### config.mk
export PLATFORM = sky130hd
export DESIGN_NAME = led_bar_meter
export DESIGN_NICKNAME = d
export VERILOG_FILES = /design/src/rtl/led_bar_meter.sv
export SDC_FILE = /design/constraint.sdc
export NUM_CORES = 1
export LEC_CHECK = 0
export BUFFER_PORTS_ARGS = -buffer_cell sky130_fd_sc_hd__buf_2
export CORE_ASPECT_RATIO = 1.25
export CORE_MARGIN = 2
export CORE_UTILIZATION = 45
export CTS_CLUSTER_DIAMETER = 150
export DETAILED_ROUTE_END_ITERATION = 12
export GPL_TIMING_DRIVEN = 1
export PLACE_DENSITY = 0.69
export SYNTH_ARGS = -nofsm -noshare
export SYNTH_HDL_FRONTEND = slang
export SYNTH_SLANG_ARGS = --single-unit
### constraint.sdc
create_clock -name clk -period 14.7 [get_ports clk]
set_clock_uncertainty 0.15 [all_clocks]
set_input_delay 2.94 -clock clk [delete_from_list [all_inputs] [get_ports clk]]
set_output_delay 2.94 -clock clk [all_outputs]
set_load 0.05 [all_outputs]
### src/rtl/led_bar_meter.sv
// led_bar_meter
//   Bar-graph driver: turns a score/level value into an N_LEDS meter with
//   instant attack, timed one-LED-at-a-time decay, an optional peak-hold
//   marker and an optional full-scale blink. All outputs are registered.
//
// Ports
//   clk       system clock
//   reset     synchronous, active-high; clears every register
//   en        sample strobe; value is captured on an edge where en=1
//   value     raw level, lit count = min(value >> SHIFT, N_LEDS)
//   hold_en   show the peak marker above the bar
//   blink_en  blank the whole bar on alternate phases while at full scale
//   led       LED drive, bit 0 = lowest LED
//   level     current bar length
//   at_max    level == N_LEDS
module led_bar_meter #(
  parameter int VAL_W        = 6,
  parameter int N_LEDS       = 8,
  parameter int SHIFT        = 1,
  parameter int DECAY_CYCLES = 1_000_000,
  parameter int HOLD_CYCLES  = 12_000_000,
  parameter int BLINK_CYCLES = 6_000_000,
  parameter int LW           = $clog2(N_LEDS + 1)
) (
  input  logic              clk,
  input  logic              reset,
  input  logic              en,
  input  logic [VAL_W-1:0]  value,
  input  logic              hold_en,
  input  logic              blink_en,
  output logic [N_LEDS-1:0] led,
  output logic [LW-1:0]     level,
  output logic              at_max
);

  localparam int DW = (DECAY_CYCLES > 1) ? $clog2(DECAY_CYCLES) : 1;
  localparam int HW = (HOLD_CYCLES  > 1) ? $clog2(HOLD_CYCLES)  : 1;
  localparam int BW = (BLINK_CYCLES > 1) ? $clog2(BLINK_CYCLES) : 1;

  localparam logic [LW-1:0] N_L  = LW'(N_LEDS);
  localparam logic [DW-1:0] D_TC = DW'(DECAY_CYCLES - 1);
  localparam logic [HW-1:0] H_TC = HW'(HOLD_CYCLES - 1);
  localparam logic [BW-1:0] B_TC = BW'(BLINK_CYCLES - 1);

  // Shift first, then saturate to the number of LEDs.
  function automatic logic [LW-1:0] clamp_tgt(input logic [VAL_W-1:0] v);
    logic [VAL_W-1:0] sh;
    sh = v >> SHIFT;
    if (32'(sh) > 32'(N_LEDS)) clamp_tgt = N_L;
    else                       clamp_tgt = LW'(sh);
  endfunction

  // One-step decrement that never goes below the given floor.
  function automatic logic [LW-1:0] dec_floor(input logic [LW-1:0] x,
                                              input logic [LW-1:0] floor_v);
    if (x > floor_v) dec_floor = x - LW'(1);
    else             dec_floor = floor_v;
  endfunction

  logic [LW-1:0]     tgt_q,    tgt_d;
  logic [LW-1:0]     level_q,  level_d;
  logic [DW-1:0]     dcnt_q,   dcnt_d;
  logic [LW-1:0]     peak_q,   peak_d;
  logic [HW-1:0]     hcnt_q,   hcnt_d;
  logic [BW-1:0]     bcnt_q,   bcnt_d;
  logic              phase_q,  phase_d;
  logic              at_max_q, at_max_d;
  logic [N_LEDS-1:0] led_q,    led_d;
  logic [LW-1:0]     tgt_new;

  always_comb begin
    tgt_new  = clamp_tgt(value);
    tgt_d    = en ? tgt_new : tgt_q;
    level_d  = level_q;
    dcnt_d   = dcnt_q;
    peak_d   = peak_q;
    hcnt_d   = hcnt_q;
    bcnt_d   = bcnt_q;
    phase_d  = phase_q;
    at_max_d = 1'b0;
    led_d    = '0;

    // Bar: attack wins over a coincident decay step. The decay counter only
    // runs once the registered target is below the bar, so the first fall
    // lands DECAY_CYCLES clocks after the bar starts exceeding its target;
    // a coincident step is floored by the freshly sampled target.
    if (en && (tgt_new >= level_q)) begin
      level_d = tgt_new;
      dcnt_d  = '0;
    end else if (level_q > tgt_q) begin
      if (dcnt_q == D_TC) begin
        level_d = dec_floor(level_q, tgt_d);
        dcnt_d  = '0;
      end else begin
        dcnt_d = dcnt_q + DW'(1);
      end
    end else begin
      dcnt_d = '0;
    end

    // Peak: jumps up with the bar; otherwise the hold counter free-runs and
    // each terminal count lets the peak fall one LED, never below the bar.
    if (level_d > peak_q) begin
      peak_d = level_d;
      hcnt_d = '0;
    end else if (hcnt_q == H_TC) begin
      peak_d = dec_floor(peak_q, level_d);
      hcnt_d = '0;
    end else begin
      hcnt_d = hcnt_q + HW'(1);
    end

    // Blink phase advances only while the registered bar is at full scale,
    // so full scale always shows lit for a whole half-period first.
    at_max_d = (level_d == N_L);
    if (!at_max_q) begin
      bcnt_d  = '0;
      phase_d = 1'b0;
    end else if (bcnt_q == B_TC) begin
      bcnt_d  = '0;
      phase_d = ~phase_q;
    end else begin
      bcnt_d = bcnt_q + BW'(1);
    end

    // LED composition from next-state values so led lines up with level.
    for (int i = 0; i < N_LEDS; i++) begin
      if (LW'(i) < level_d) led_d[i] = 1'b1;
      if (hold_en && (peak_d > level_d) && (peak_d == LW'(i + 1))) led_d[i] = 1'b1;
    end
    if (blink_en && at_max_d && phase_d) led_d = '0;
  end

  always_ff @(posedge clk) begin
    if (reset) begin
      tgt_q    <= '0;
      level_q  <= '0;
      dcnt_q   <= '0;
      peak_q   <= '0;
      hcnt_q   <= '0;
      bcnt_q   <= '0;
      phase_q  <= 1'b0;
      at_max_q <= 1'b0;
      led_q    <= '0;
    end else begin
      tgt_q    <= tgt_d;
      level_q  <= level_d;
      dcnt_q   <= dcnt_d;
      peak_q   <= peak_d;
      hcnt_q   <= hcnt_d;
      bcnt_q   <= bcnt_d;
      phase_q  <= phase_d;
      at_max_q <= at_max_d;
      led_q    <= led_d;
    end
  end

  assign led    = led_q;
  assign level  = level_q;
  assign at_max = at_max_q;

endmodule

Word-level counts from Yosys, hierarchy flattened
Index checks and enable logic that the tools add are counted.

Add/sub/neg operators: 5. $lt $le $gt $ge: 15. Equal/unequal tests: 12. Mux-type cells: 27. Bitwise gates (word level): 3. Reduce and logical (&&, ||, !) cells: 16.

Operators with widths (count): $mux 4 (9); $add 24x1->24 const B (1); $eq 24x24->1 const B (1); $add 23x1->23 const B (1); $eq 23x23->1 const B (1); $add 20x1->20 const B (1); $eq 20x20->1 const B (1); $gt 4x4->1 (5); $mux 1 (18); $eq 4x3->1 const B (4); $lt 3x4->1 const A (4); $logic_and 1x1->1 (12); $eq 4x2->1 const B (2); $eq 4x4->1 const B (2); $lt 1x4->1 const A (2); $lt 2x4->1 const A (2); $sub 4x1->4 const B (2); $reduce_or 3->1 (2); $gt 5x4->1 const B (1); $eq 4x1->1 const B (1); $ge 4x4->1 (1); $reduce_or 4->1 (1); $not 1->1 (3); $reduce_or 2->1 (1).

Register bits after elaboration: 89. Input bits: 11. Output and inout port bits: 13. Logic and storage cells: 87.

Depth between registers and ports, before layout
Depth in word-level cells: 16. Gate-level depth with buffers: 27. Mapped depth without buffers: 27.

Worst setup path before layout
Ideal clock, no wire load.

Kind: input port to flip-flop. Start: input port value[5]. End: register led_q[7], in the netlist led[7]. Library setup time: 0.145 ns. Arrival: 7.968 ns. Required time: 14.405 ns. Path slack: 6.437 ns. Stages: 25. Buffers on the path: 0. Cell sequence: nor2_1 nand2_1 o21ai_0 ha_1 a21oi_1 nor2_1 mux2_2 or3_1 a21oi_2 a2bb2oi_4 inv_4 ha_1 a21o_1 a2111o_1 and2_0 and2_4 o21ai_0 ha_1 a21oi_1 a21bo_2 a211oi_1 a21o_1 a21oi_1 nand3_1 o32ai_1.

Word-level cells in the longest chain between the ends: 16. Elaborated cells on any way between the ends: 26. Those cells by class: order compare (7); eq/ne (2); mux (11); reduce/logical (6).

RTL lines: start, declared (line 28) `input logic [VAL_W-1:0] value,`; $gt 5x4->1 * (line 49) `if (32'(sh) > 32'(N_LEDS)) clamp_tgt = N_L;`; $mux 4 * (line 49); $mux 4 (line 73) `tgt_d = en ? tgt_new : tgt_q;`; $gt 4x4->1 (line 56) `if (x > floor_v) dec_floor = x - LW'(1);`; $mux 4 (line 56); $mux 4 (line 91) `if (dcnt_q == D_TC) begin`; $mux 4 (line 90) `end else if (level_q > tgt_q) begin`; $mux 4 * (line 87) `if (en && (tgt_new >= level_q)) begin`; $gt 4x4->1 (line 56); $mux 4 (line 56); $mux 4 (line 106) `end else if (hcnt_q == H_TC) begin`; $mux 4 * (line 103) `if (level_d > peak_q) begin`; via peak_d[3] (line 63) `logic [LW-1:0] peak_q, peak_d;`; $gt 4x4->1 (line 129) `if (hold_en && (peak_d > level_d) && (peak_d == LW'(i + 1))) led_d[i] = 1'b1;`; $logic_and 1x1->1 (line 129); $logic_and 1x1->1 * (line 129); $mux 1 * (line 129); end signal, assigned (line 154) `led_q <= led_d;`; end, declared (line 68) `logic [N_LEDS-1:0] led_q, led_d;`.

Mark *: on every way through the listed nets, which the timed path passes. The rest lies on a longest branch. A chain may end at the register's enable or synchronous reset.

Final worst setup path
Same ends and word-level chain as after synthesis.

==> impl_metrics.ini <==
[timing]
total_neg_setup_slack_ns = 0
final-setup-viol-count = 0
setup_repair_after_global_routing_missed_its_margin = false
timing.final.max_slew_violations = 0
final_hold_viol_count = 0
timing_limited_maximum_frequency_mhz = 110
period_minus_slack_ns = 9.10
timing.slew.headroom = 0.410
worst_slew_pin_slew_ns = 0.882
timing.final.crit_share = 0.619

[cts]
cts.clk_slew.worst_paths_ns = 0.06
tritoncts = yes
clock_latency_ns = 0.34
hold_buffers = 0
cts_setup_buffers = 0
cts.repair.resized = 0
h-tree-depth = 3
cts_buffers = 9
tritoncts_num_sinks = 89
cts_root_buffer = clkbuf_16
cts_max_path_buffers = 2

[critical_path]
timing.critical_path.fanout_max = 10
required_ns = 14.79
worstSetupStartpointType = input pin
cp-end-kind = register
setup.worst_path.class = in -> reg
critPathArrivalTime_ns = 9.18

[cells_and_area]
flow.area_growth_from_synthesis_pct = 11.8
final_cell_area_um2 = 5290
drive_above_1_share = 0.100
num_antenna_cells = 0
final_nets = 617

[place]
detailed_placer_s_ending_hpwl_mm = 7.46
placer_congestion_estimate = 0.862
place.port_buffers = 22
placed_area_um2 = 4960

[floorplan]
die-width_um = 95.7
die_area_um2 = 11400
initial_utilization = 0.466
floorplan.core_area_um2 = 10200
die_span_y_um = 119
io-pin-count = 24
num_rows = 41

[route]
routed_via_density = 5.51
ant_nets = 0
totalWireLength_mm = 10.0
drt_first_iter_violations = 253
drt_drc_violations_left = 0
detailedRoute.firstPassIterationCount = 4
routed-via-count = 3956
routedWlPerCell_um = 14.0

[run]
drv.max_cap_violation_count = 0

[synth]
yosys.cell_types.count = 65
mappedNetlistArea_um2 = 4730
synthesis.yosys.warnings = 0
share_of_synthesized_flip_flops_with_an_asynchronous_set_or_reset = 0
synthesis.nets = 595
synth_enable_flop_cells = 0
ys_dominant_reg_cell = dfxtp_1
syn_avg_cell_area_um2 = 8.41
yosys_register_bits = 89
synth_cells = 563
seq_area_frac_synth = 0.376

[status]
run_status = finished, final reports clean

[power_and_ir_drop]
power.static_leakage_nw = 1.92
vdd_ir_drop_max_mv = 0.0887
cellPowerDensity_nw_per_um2 = 144
fin_total_pwr_mw = 0.760

[global_route]
gr-usage-all-layers = 0.191
first_global_vias = 3942
grt_start_max_net_pins = 25
grt_overflow_total = 0
antenna_violations_before_repair = 0
grt_pass1_wl_mm = 17.5

[min_path]
worst_hold_path_type = reg -> reg
-- worst paths after layout --
| path | startpoint | to | slack, ns | depth (start not counted) |
|---|---|---|---|---|
| setup reg to reg | tgt_q[3] | led[7] | 8.27 | 23 |
| hold reg to reg | hcnt_q[0] | hcnt_q[0] | 0.31 | 1 |
| setup / recovery | value[5] | led[7] | 5.60 | 25 |
| hold / removal | hcnt_q[0] | hcnt_q[0] | 0.31 | 1 |
-- routing by layer --
| metal | track usage | routed length [um] | vias to the layer above |
|---|---|---|---|
| li1 | - | - | 2001 |
| met1 | 0.230 | 4470 | 1849 |
| met5 | 0 | 0 | - |
| met3 | 0.0414 | 373 | 26 |
| met2 | 0.320 | 4880 | 80 |
| met4 | 0.0813 | 311 | 0 |
-- cells by family after synthesis --
family / count (synthesis) / synth area share
simple gates: 266 / 0.276
flops: 89 / 0.376
compound gates: 88 / 0.140
xor+xnor: 60 / 0.111
buf+inv: 34 / 0.0283
fa+ha+maj: 21 / 0.0555
mux: 5 / 0.0137
-- power by group --
group          internal [mW]  switching [mW]
Sequential             0.255          0.0123
Combinational         0.0820           0.160
Clock                  0.162          0.0891
-- layout make-up --
cell class / count / area, um^2
clock buffers: 13 / 270
clock inverters: 2 / 60.1
fillers: 947 / 4870
inverters: 23 / 88.8
multi-input cells: 440 / 2820
flip-flops and latches: 89 / 1780
well taps: 129 / 161
repair buffers: 22 / 110
-- synthesized netlist by cell type, types with 6 or more instances --
master / n / area (um^2)
clkbuf_1: 10 / 37.5
or3_1: 6 / 37.5
and3_1: 11 / 68.8
and2_1: 7 / 43.8
nor2_1: 100 / 375
nor3_1: 9 / 45.0
a21oi_1: 21 / 105
nand4_1: 10 / 62.6
inv_1: 21 / 78.8
o21ai_0: 20 / 100
ha_1: 21 / 263
xnor2_1: 17 / 149
nand2_1: 50 / 188
dfxtp_1: 89 / 1780
nor4_1: 6 / 37.5
xor2_1: 43 / 377
nand3_1: 38 / 190
-- cells in the final DEF, fill, tap and decap left out, drive strengths merged, types with 6 or more instances in the layout --
| master | instances |
|---|---|
| o21ai | 22 |
| nor3 | 9 |
| xor2 | 43 |
| nand4 | 10 |
| inv | 23 |
| xnor2 | 17 |
| nand3 | 39 |
| and3 | 11 |
| clkbuf | 13 |
| a21oi | 24 |
| dfxtp | 89 |
| nand2 | 50 |
| or3 | 6 |
| buf | 22 |
| nor2 | 100 |
| and2 | 9 |
| ha | 21 |
| nor4 | 7 |
-- flip-flops by register name, summed over array words and instances, names as in the netlist --
register and cells:
bcnt_q 23, dcnt_q 20, level 4, tgt_q 4
peak_q 4, hcnt_q 24, led 8, phase_q 1
at_max 1
-- worst max-delay path, cell delays in order --
cell,delay (ns)
buf_2,0.12
nor3b_1,0.45
mux2i_1,0.22
ha_1,0.22
a21oi_1,0.31
nor2_1,0.12
a221oi_1,0.52
nand2_1,0.19
a221o_1,0.36
a2bb2oi_4,0.19
inv_4,0.16
ha_1,0.28
a21o_1,0.24
a2111o_1,0.44
and2_0,0.30
and2_4,0.23
o21ai_0,0.33
ha_1,0.34
nand3_1,0.14
nand2b_1,0.12
a211oi_1,0.06
a21o_1,0.17
a21oi_1,0.21
nand3_1,0.18
o32ai_1,0.33
-- per-stage QoR --
stage | setup slack (ns) | std cells | util | hold WS (ns)
6_report | 5.60 | 718 | 0.521 | 0.308
5_1_grt | 5.10 | 718 | 0.521 | 0.334
4_1_cts | 5.71 | 718 | 0.521 | 0.317
3_5_place_dp | 5.38 | 703 | 0.488 | 0.303
3_3_place_gp | 5.53 | 703 | 0.488 | 0.292
2_1_floorplan | 6.44 | 563 | - | 0.276
No activity file was read; power rests on OpenSTA's default activity.
